--- src/rtl/ysyx_23060332_exu_mc.sv ---
// ysyx_23060332_exu_mc: multi-cycle execute unit.
// ALU, jump target and load/store via req/resp memory; one held retire record.

module ysyx_23060332_exu_mc #(
    parameter int  XLEN    = 32,
    parameter int  RADDR_W = 5,
    localparam int STRB_W  = XLEN / 8
) (
    input  logic               clk,
    input  logic               rst_n,
    input  logic               in_valid,
    output logic               in_ready,
    input  logic [31:0]        inst,
    input  logic [XLEN-1:0]    op1,
    input  logic [XLEN-1:0]    op2,
    input  logic [XLEN-1:0]    op1_jump,
    input  logic [XLEN-1:0]    op2_jump,
    input  logic [XLEN-1:0]    rs2_data,
    input  logic [RADDR_W-1:0] rd,
    input  logic               rd_wen,
    output logic               mem_req_valid,
    input  logic               mem_req_ready,
    output logic               mem_req_wen,
    output logic [XLEN-1:0]    mem_addr,
    output logic [XLEN-1:0]    mem_wdata,
    output logic [STRB_W-1:0]  mem_wmask,
    input  logic               mem_resp_valid,
    input  logic [XLEN-1:0]    mem_rdata,
    output logic               wb_valid,
    input  logic               wb_ready,
    output logic [RADDR_W-1:0] wb_rd,
    output logic               wb_wen,
    output logic [XLEN-1:0]    wb_data,
    output logic               jump_en,
    output logic [XLEN-1:0]    jump_addr
);

    localparam int OFF_W = $clog2(STRB_W);

    localparam logic [6:0] OPC_IMM   = 7'b0010011;
    localparam logic [6:0] OPC_REG   = 7'b0110011;
    localparam logic [6:0] OPC_LUI   = 7'b0110111;
    localparam logic [6:0] OPC_AUIPC = 7'b0010111;
    localparam logic [6:0] OPC_JAL   = 7'b1101111;
    localparam logic [6:0] OPC_JALR  = 7'b1100111;
    localparam logic [6:0] OPC_LOAD  = 7'b0000011;
    localparam logic [6:0] OPC_STORE = 7'b0100011;

    typedef enum logic [1:0] {
        IDLE,
        MREQ,
        MWAIT,
        DONE
    } state_t;

    state_t state;
    state_t state_nxt;

    logic [6:0] opc;
    logic [2:0] f3;
    logic       accept;

    assign opc    = inst[6:0];
    assign f3     = inst[14:12];
    assign accept = in_valid && (state == IDLE);

    // Only opcode, funct3 and bit 30 carry meaning here.
    logic unused_inst;
    assign unused_inst = ^{inst[31], inst[29:15], inst[11:7]};

    logic            alu_ok;
    logic [XLEN-1:0] alu_res;
    logic            is_jmp;
    logic            is_ld;
    logic            is_st;

    // Decode the offered instruction and compute the ALU result.
    always_comb begin
        alu_ok  = 1'b0;
        alu_res = '0;
        is_jmp  = 1'b0;
        is_ld   = 1'b0;
        is_st   = 1'b0;
        unique case (opc)
            OPC_IMM, OPC_REG: begin
                alu_ok = 1'b1;
                unique case (f3)
                    3'b000: begin
                        if (opc == OPC_REG && inst[30])
                            alu_res = op1 - op2;
                        else
                            alu_res = op1 + op2;
                    end
                    3'b010: alu_res = XLEN'($signed(op1) < $signed(op2));
                    3'b011: alu_res = XLEN'(op1 < op2);
                    3'b100: alu_res = op1 ^ op2;
                    3'b110: alu_res = op1 | op2;
                    3'b111: alu_res = op1 & op2;
                    default: alu_ok = 1'b0;
                endcase
            end
            OPC_LUI, OPC_AUIPC: begin
                alu_ok  = 1'b1;
                alu_res = op1 + op2;
            end
            OPC_JAL, OPC_JALR: begin
                alu_ok  = 1'b1;
                is_jmp  = 1'b1;
                alu_res = op1 + op2;
            end
            OPC_LOAD: begin
                unique case (f3)
                    3'b000, 3'b001, 3'b010,
                    3'b100, 3'b101: is_ld = 1'b1;
                    3'b011, 3'b110: is_ld = (XLEN == 64);
                    default:        is_ld = 1'b0;
                endcase
            end
            OPC_STORE: begin
                unique case (f3)
                    3'b000, 3'b001, 3'b010: is_st = 1'b1;
                    3'b011:  is_st = (XLEN == 64);
                    default: is_st = 1'b0;
                endcase
            end
            default: ;
        endcase
    end

    logic [XLEN-1:0]   jsum;
    logic [XLEN-1:0]   jaddr_c;
    logic [XLEN-1:0]   addr_c;
    logic [OFF_W-1:0]  off_c;
    logic [7:0]        bm;
    logic [STRB_W-1:0] wmask_c;
    logic [XLEN-1:0]   wdata_c;

    assign jsum    = op1_jump + op2_jump;
    assign addr_c  = op1 + op2;
    assign off_c   = addr_c[OFF_W-1:0];

    // Redirect target; JALR drops bit 0.
    always_comb begin
        jaddr_c = jsum;
        if (opc == OPC_JALR)
            jaddr_c = {jsum[XLEN-1:1], 1'b0};
    end

    // Size strobe and lane shift; bytes past the word top are dropped.
    always_comb begin
        bm = 8'h00;
        unique case (f3[1:0])
            2'b00:   bm = 8'h01;
            2'b01:   bm = 8'h03;
            2'b10:   bm = 8'h0F;
            default: bm = 8'hFF;
        endcase
        wmask_c = STRB_W'(bm) << off_c;
        wdata_c = rs2_data << {off_c, 3'b000};
    end

    logic [2:0]       f3_q;
    logic [OFF_W-1:0] off_q;
    logic             jump_en_q;
    logic [XLEN-1:0]  ld_sh;
    logic [XLEN-1:0]  ld_res;

    // Align the response word and extend to XLEN.
    always_comb begin
        ld_sh  = mem_rdata >> {off_q, 3'b000};
        ld_res = ld_sh;
        unique case (f3_q)
            3'b000:  ld_res = XLEN'($signed(ld_sh[7:0]));
            3'b001:  ld_res = XLEN'($signed(ld_sh[15:0]));
            3'b010:  ld_res = XLEN'($signed(ld_sh[31:0]));
            3'b100:  ld_res = XLEN'(ld_sh[7:0]);
            3'b101:  ld_res = XLEN'(ld_sh[15:0]);
            3'b110:  ld_res = XLEN'(ld_sh[31:0]);
            default: ld_res = ld_sh;
        endcase
    end

    // State register.
    always_ff @(posedge clk or negedge rst_n) begin
        if (!rst_n)
            state <= IDLE;
        else
            state <= state_nxt;
    end

    // Next state and handshake outputs.
    always_comb begin
        state_nxt     = state;
        in_ready      = 1'b0;
        mem_req_valid = 1'b0;
        wb_valid      = 1'b0;
        unique case (state)
            IDLE: begin
                in_ready = 1'b1;
                if (in_valid)
                    state_nxt = (is_ld || is_st) ? MREQ : DONE;
            end
            MREQ: begin
                mem_req_valid = 1'b1;
                if (mem_req_ready)
                    state_nxt = MWAIT;
            end
            MWAIT: begin
                if (mem_resp_valid)
                    state_nxt = DONE;
            end
            DONE: begin
                wb_valid = 1'b1;
                if (wb_ready)
                    state_nxt = IDLE;
            end
            default: state_nxt = IDLE;
        endcase
    end

    // Latch the instruction on accept; fill load data on response.
    always_ff @(posedge clk or negedge rst_n) begin
        if (!rst_n) begin
            mem_req_wen <= 1'b0;
            mem_addr    <= '0;
            mem_wdata   <= '0;
            mem_wmask   <= '0;
            wb_rd       <= '0;
            wb_wen      <= 1'b0;
            wb_data     <= '0;
            jump_en_q   <= 1'b0;
            jump_addr   <= '0;
            f3_q        <= '0;
            off_q       <= '0;
        end else if (accept) begin
            mem_req_wen <= is_st;
            mem_addr    <= (is_ld || is_st) ? addr_c : '0;
            mem_wdata   <= is_st ? wdata_c : '0;
            mem_wmask   <= is_st ? wmask_c : '0;
            wb_rd       <= rd;
            wb_wen      <= (alu_ok || is_ld) && rd_wen
                           && (rd != '0);
            wb_data     <= alu_ok ? alu_res : '0;
            jump_en_q   <= is_jmp;
            jump_addr   <= is_jmp ? jaddr_c : '0;
            f3_q        <= f3;
            off_q       <= off_c;
        end else if (state == MWAIT && mem_resp_valid
                     && !mem_req_wen) begin
            wb_data <= ld_res;
        end
    end

    assign jump_en = jump_en_q && wb_valid;

endmodule

--- config.mk ---
export PLATFORM = sky130hd
export DESIGN_NAME = ysyx_23060332_exu_mc
export DESIGN_NICKNAME = d
export VERILOG_FILES = /design/src/rtl/ysyx_23060332_exu_mc.sv
export SDC_FILE = /design/constraint.sdc
export NUM_CORES = 1
export LEC_CHECK = 0
export ABC_AREA = 0
export CORE_MARGIN = 2
export CORE_UTILIZATION = 50
export DETAILED_ROUTE_END_ITERATION = 8
export PLACE_DENSITY = 0.86
export SLEW_MARGIN = 20
export SYNTH_ARGS = -nofsm -noshare
export SYNTH_HDL_FRONTEND = slang
export SYNTH_SLANG_ARGS = --single-unit
--- constraint.sdc ---
create_clock -name clk -period 3.15 [get_ports clk]
set_input_delay 0.63 -clock clk [delete_from_list [all_inputs] [get_ports clk]]
set_output_delay 0.63 -clock clk [all_outputs]
set_load 0.01 [all_outputs]
# After elaboration in Yosys (flattened, before gate mapping)
# Index checks and enable logic that the tools add are counted.
classes:
  addsub: 3
  magnitude_cmp: 2
  eq_ne: 27
  shift: 3
  n_mux: 29
  bitwise: 3
  n_reduce_logical: 23
ops:
  columns: ["operator", "count"]
  rows:
  - ["$mux W32", 7]
  - ["$pmux W32 S6", 1]
  - ["$pmux W32 S4", 1]
  - ["$add A32 B32 Y32", 2]
  - ["$lt A32 B32 Y1", 2]
  - ["$pmux W32 S2", 1]
  - ["$and A32 B32 Y32", 1]
  - ["$or A32 B32 Y32", 1]
  - ["$shl A32 B5 Y32", 1]
  - ["$shr A32 B5 Y32", 1]
  - ["$sub A32 B32 Y32", 1]
  - ["$xor A32 B32 Y32", 1]
  - ["$eq A7 B6 Y1 const B", 3]
  - ["$eq A3 B3 Y1 const B", 6]
  - ["$eq A7 B5 Y1 const B", 2]
  - ["$eq A7 B7 Y1 const B", 2]
  - ["$pmux W4 S3", 1]
  - ["$mux W1", 10]
  - ["$mux W2", 5]
  - ["$ne A2 B2 Y1 const B", 4]
  - ["$pmux W2 S4", 1]
  - ["$eq A7 B2 Y1 const B", 1]
  - ["$logic_and A1 B1 Y1", 7]
  - ["$eq A2 B2 Y1 const B", 3]
  - ["other kinds (18)", 25]
word_totals:
  reg_bits: 147
  in_bits: 236

# Depth between registers and ports, before layout
logic_depth:
  depth_word: 8
  ltp_mapped: 14
  ltp_nobuf: 14

# Worst setup path after synthesis
# No wires, ideal clock.
synth_path:
  kind: "input to register"
  from: "input port op1_jump[0]"
  to: "register jump_addr[24]"
  arrival_ns: 3.108
  required_ns: 3.020
  setup_slack_ns: -0.088
  cell_stages: 13
  path_buffers: 0
  cell_sequence: "ha_1 > fa_1 > a21oi_1 > nor2_1 > a311oi_1 > a211oi_1 > o2111ai_1 > a21boi_1 > a31o_1 > a21o_1 > a21oi_1 > xor2_1 > o21ai_1"
synth_via:
  elab_chain_cells: 2
synth_rtl:
  columns: ["element", "line_no", "source"]
  rows:
  - ["start, declared", "16", "input logic [XLEN-1:0] op1_jump,"]
  - ["$add A32 B32 Y32", "138", "assign jsum = op1_jump + op2_jump;"]
  - ["$mux W32", "245", "jump_addr <= is_jmp ? jaddr_c : '0;"]
  - ["end signal, assigned", "245", null]
  - ["end, declared", "35", "output logic [XLEN-1:0] jump_addr"]
# Every way passes these cells.
# A chain may end at the register's enable or synchronous reset.

# Worst setup path after layout
layout_path:
  from: "input port op2_jump[9]"
  to: "register jump_addr[31]"
layout_via:
  elab_chain_cells: 2
layout_rtl:
  columns: ["element", "line_no", "source"]
  rows:
  - ["start, declared", "17", "input logic [XLEN-1:0] op2_jump,"]
  - ["$add A32 B32 Y32", "138", null]
  - ["$mux W32", "245", null]
# Every way passes these cells.

==> impl_metrics.ini <==
[clock_tree]
hold_buffers = 0
cts_made_buffers = 17
clk_latency_ns = 0.45
clkTransAtPathRegs_ns = 0.09
clockBufferDepth = 2
cts_root_buf = clkbuf_16
htreeDepth = 4
cts_sinks = 147
cts_tree = built

[route]
wl_um = 60800
routed.top_layer = met4
drtPass1Iterations = 6
route.detailed.drc = 0
vias_per_cell = 6.14
via_count = 16300
ant_nets = 0
drt_iter0_markers = 1851
wl_met1_um = 23100
wl_met3_um = 5880
dr_wl_met2_um = 27600
wire_per_inst_um = 22.8

[global_route]
grt_pass1_vias = 16300
grt_usage_pct = 42.3
antenna_found_initial = 0
grt-ovfl-total = 0
grt_pass1_wl_um = 92300
grt_max_degree = 83

[layout]
final_cell_mix = buf_4 (367), clkdlybuf4s50_1 (311), nand2_1 (190)
drive_above_1_share_pct = 24.8
register_area_mm2 = 0.00368
antennaDiodeCount = 0
area_delta_synth_final_pct = 57.1
fin_nets = 2685
multiInputGateArea_mm2 = 0.00958
fillers = 1785
post-route-util_pct = 80.3
final_common_cell = buf_4

[sta]
worst-slew-pin-transition_ns = 0.763
fin_worst_skew_ns = 0.0188
fin_crit_ns = 3.11
fin_ws_ns = 0.0379
finalCritPeriodShare_pct = 98.8
max_freq_mhz = 321
drv_slew = 0
finalHoldViolCount = 0
setup-violations-final = 0
slew_headroom_pct = 49.0

[yosys]
async_flop_share_pct = 100
synthFlopType = dfrtp_1
synth-seq-cells = 147
synth_cell_types = 86
synth-edff-count = 0
syn_nets = 2043
synthCells = 1673
synth_top_area_share_pct = 27.4
synth.avg_cell_area_um2 = 8.01
yosys.area.top_type = dfrtp_1
syn_area_mm2 = 0.0134
synth-seq-area-share_pct = 27.4
yosys_warnings = 0
synth_area_leaders = dfrtp_1 (27%), ha_1 (12%), nand2_1 (5.4%)

[power_and_ir_drop]
power_switching_mw = 4.08
p_leak_nw = 9.77
p_comb_share_pct = 51.9
power_mw = 9.68
ir_drop_v = 0.000341
power_frac_seq_pct = 25.6
p_int_mw = 5.61
power.density_mw_per_mm2 = 460
switching_share_pct = 42.1
clockPowerShare_pct = 22.5

[critical_path]
worst-path-buf-inv = 1
reg2reg_slack_ns = 0.48
timing.rr.end = wb_data[29]
arrival_ns = 3.43
cp-end-kind = flip-flop
max_stage_delay_ns = 0.46
critPathLaunch = op2_jump[9]
rr_worst_depth = 11
crit_required_ns = 3.47
critical-path-top-delay-family = compound AO/OA/AOI/OAI gates
crit_path_start_kind = input port
path_cells = clkdlybuf4s50_1 > ha_1 > or3_1 > o21ai_2 > a21oi_2 > o41a_1 > a31oi_4 > nor3_2 > or3_1 > a31oi_2 > xnor2_1 > o21ai_1
critPathMostFrequentCell = or3_1
worst-path-max-fanout = 3
path_depth = 12
worstSetupPathType = in -> reg
slowest_stage = o41a_1
rr_startpoint = off_q[1]
cp-endpoint = jump_addr[31]

[floorplan]
design.portCount = 379
die_w_um = 168
die_area_mm2 = 0.0281
initial_core_util_pct = 51.1
die_h_um = 168
std_cell_rows = 59
core-area_mm2 = 0.0262

[place]
port_buffers = 357
place_ws_ns = -0.871
gp_congestion = 1.02
dp_hpwl_um = 47100

[run]
cap_viol_max_count = 0

[min_path]
hp-class = in -> async

[outcome]
status = completed
-- what timing repair did --
item                       4_1_cts  5_1_grt
cloned                           0        0
setup endpoints to repair       40       32
resized for setup              147       80
pin swaps                       62       63
setup buffers                   13        6
-- sequential cells by signal, indices dropped and copies added (netlist names) --
signal and cells:
jump_addr 32, mem_wdata 32, jump_en_q 1, mem_addr 32
off_q 2, state 2, wb_data 32, wb_rd 5
wb_wen 1, mem_req_wen 1, mem_wmask 4, f3_q 3
-- routing by layer --
metal | vias to the layer above | GRT usage, %
met5 | - | 0
met1 | 7737 | 51.6
met4 | 0 | 26.2
met2 | 1047 | 68.7
met3 | 273 | 8.67
li1 | 7292 | -
-- logic make-up after synthesis --
logic type | share of synthesized area [%]
AOI/OAI and AO/OA | 30.5
xor gates and xnor gates | 5.16
adders and majority gates | 12.7
buffers and inverters | 6.16
DFF | 27.4
muxes | 3.23
and+or+nand+nor | 14.8
-- metrics by stage --
stage / hold slack (ns) / instance area, µm² / cells / setup TNS (ns)
after floorplan: 0.334 / 13400 / 1673 / 0
after global placement: 0.457 / 19700 / 2614 / -31.80
after detailed placement: 0.461 / 19700 / 2614 / -33.87
after CTS: 0.166 / 20800 / 2658 / 0
after global routing: 0.190 / 21100 / 2663 / -0.0537
final: 0.125 / 21100 / 2663 / 0
-- synthesized netlist by cell type (6+ instances only) --
cell	number
a211o_1	12
buf_2	15
o21ai_1	34
nand2_1	192
nand2b_1	8
dfrtp_1	147
a211oi_1	24
mux2i_1	41
a221oi_1	16
nor3_1	22
inv_1	97
ha_1	131
buf_1	7
xnor2_1	56
o221ai_1	10
o211ai_1	10
o22ai_1	34
nor2_1	127
or3_1	10
xor2_1	23
a22oi_1	29
o21a_1	6
o21bai_1	19
nand4_1	6
o21ai_0	129
a22o_1	44
nand3_1	18
clkbuf_1	81
a21o_1	35
nor2b_1	21
a31oi_1	13
a21oi_1	142
a32o_1	9
-- power by group through the flow --
stage          Clock, mW  Sequential (mW)  Combinational [mW]
3_5_place_dp           0             2.49                4.71
2_1_floorplan          0             2.51                2.30
5_1_grt             2.24             2.49                5.35
6_report            2.18             2.48                5.02
4_1_cts             2.17             2.46                4.86
3_3_place_gp           0             2.48                4.61
-- how the worst min path moves through the flow --
stage               startpoint            end
finish                   rst_n       wb_rd[0]
floorplan                rst_n        f3_q[0]
global route             rst_n       wb_rd[0]
CTS                      rst_n  jump_addr[30]
detailed placement   jump_en_q      jump_en_q
global placement     jump_en_q      jump_en_q
-- layout make-up --
cell class / count / area share, %
flip-flops and latches: 147 / 17.5
well taps: 335 / 1.99
inverters: 103 / 1.84
multi-input cells: 1316 / 45.5
clock buffers: 17 / 2.02
repair buffers: 730 / 30.3
clock inverters: 15 / 0.844
No activity file was read; power rests on OpenSTA's default activity.
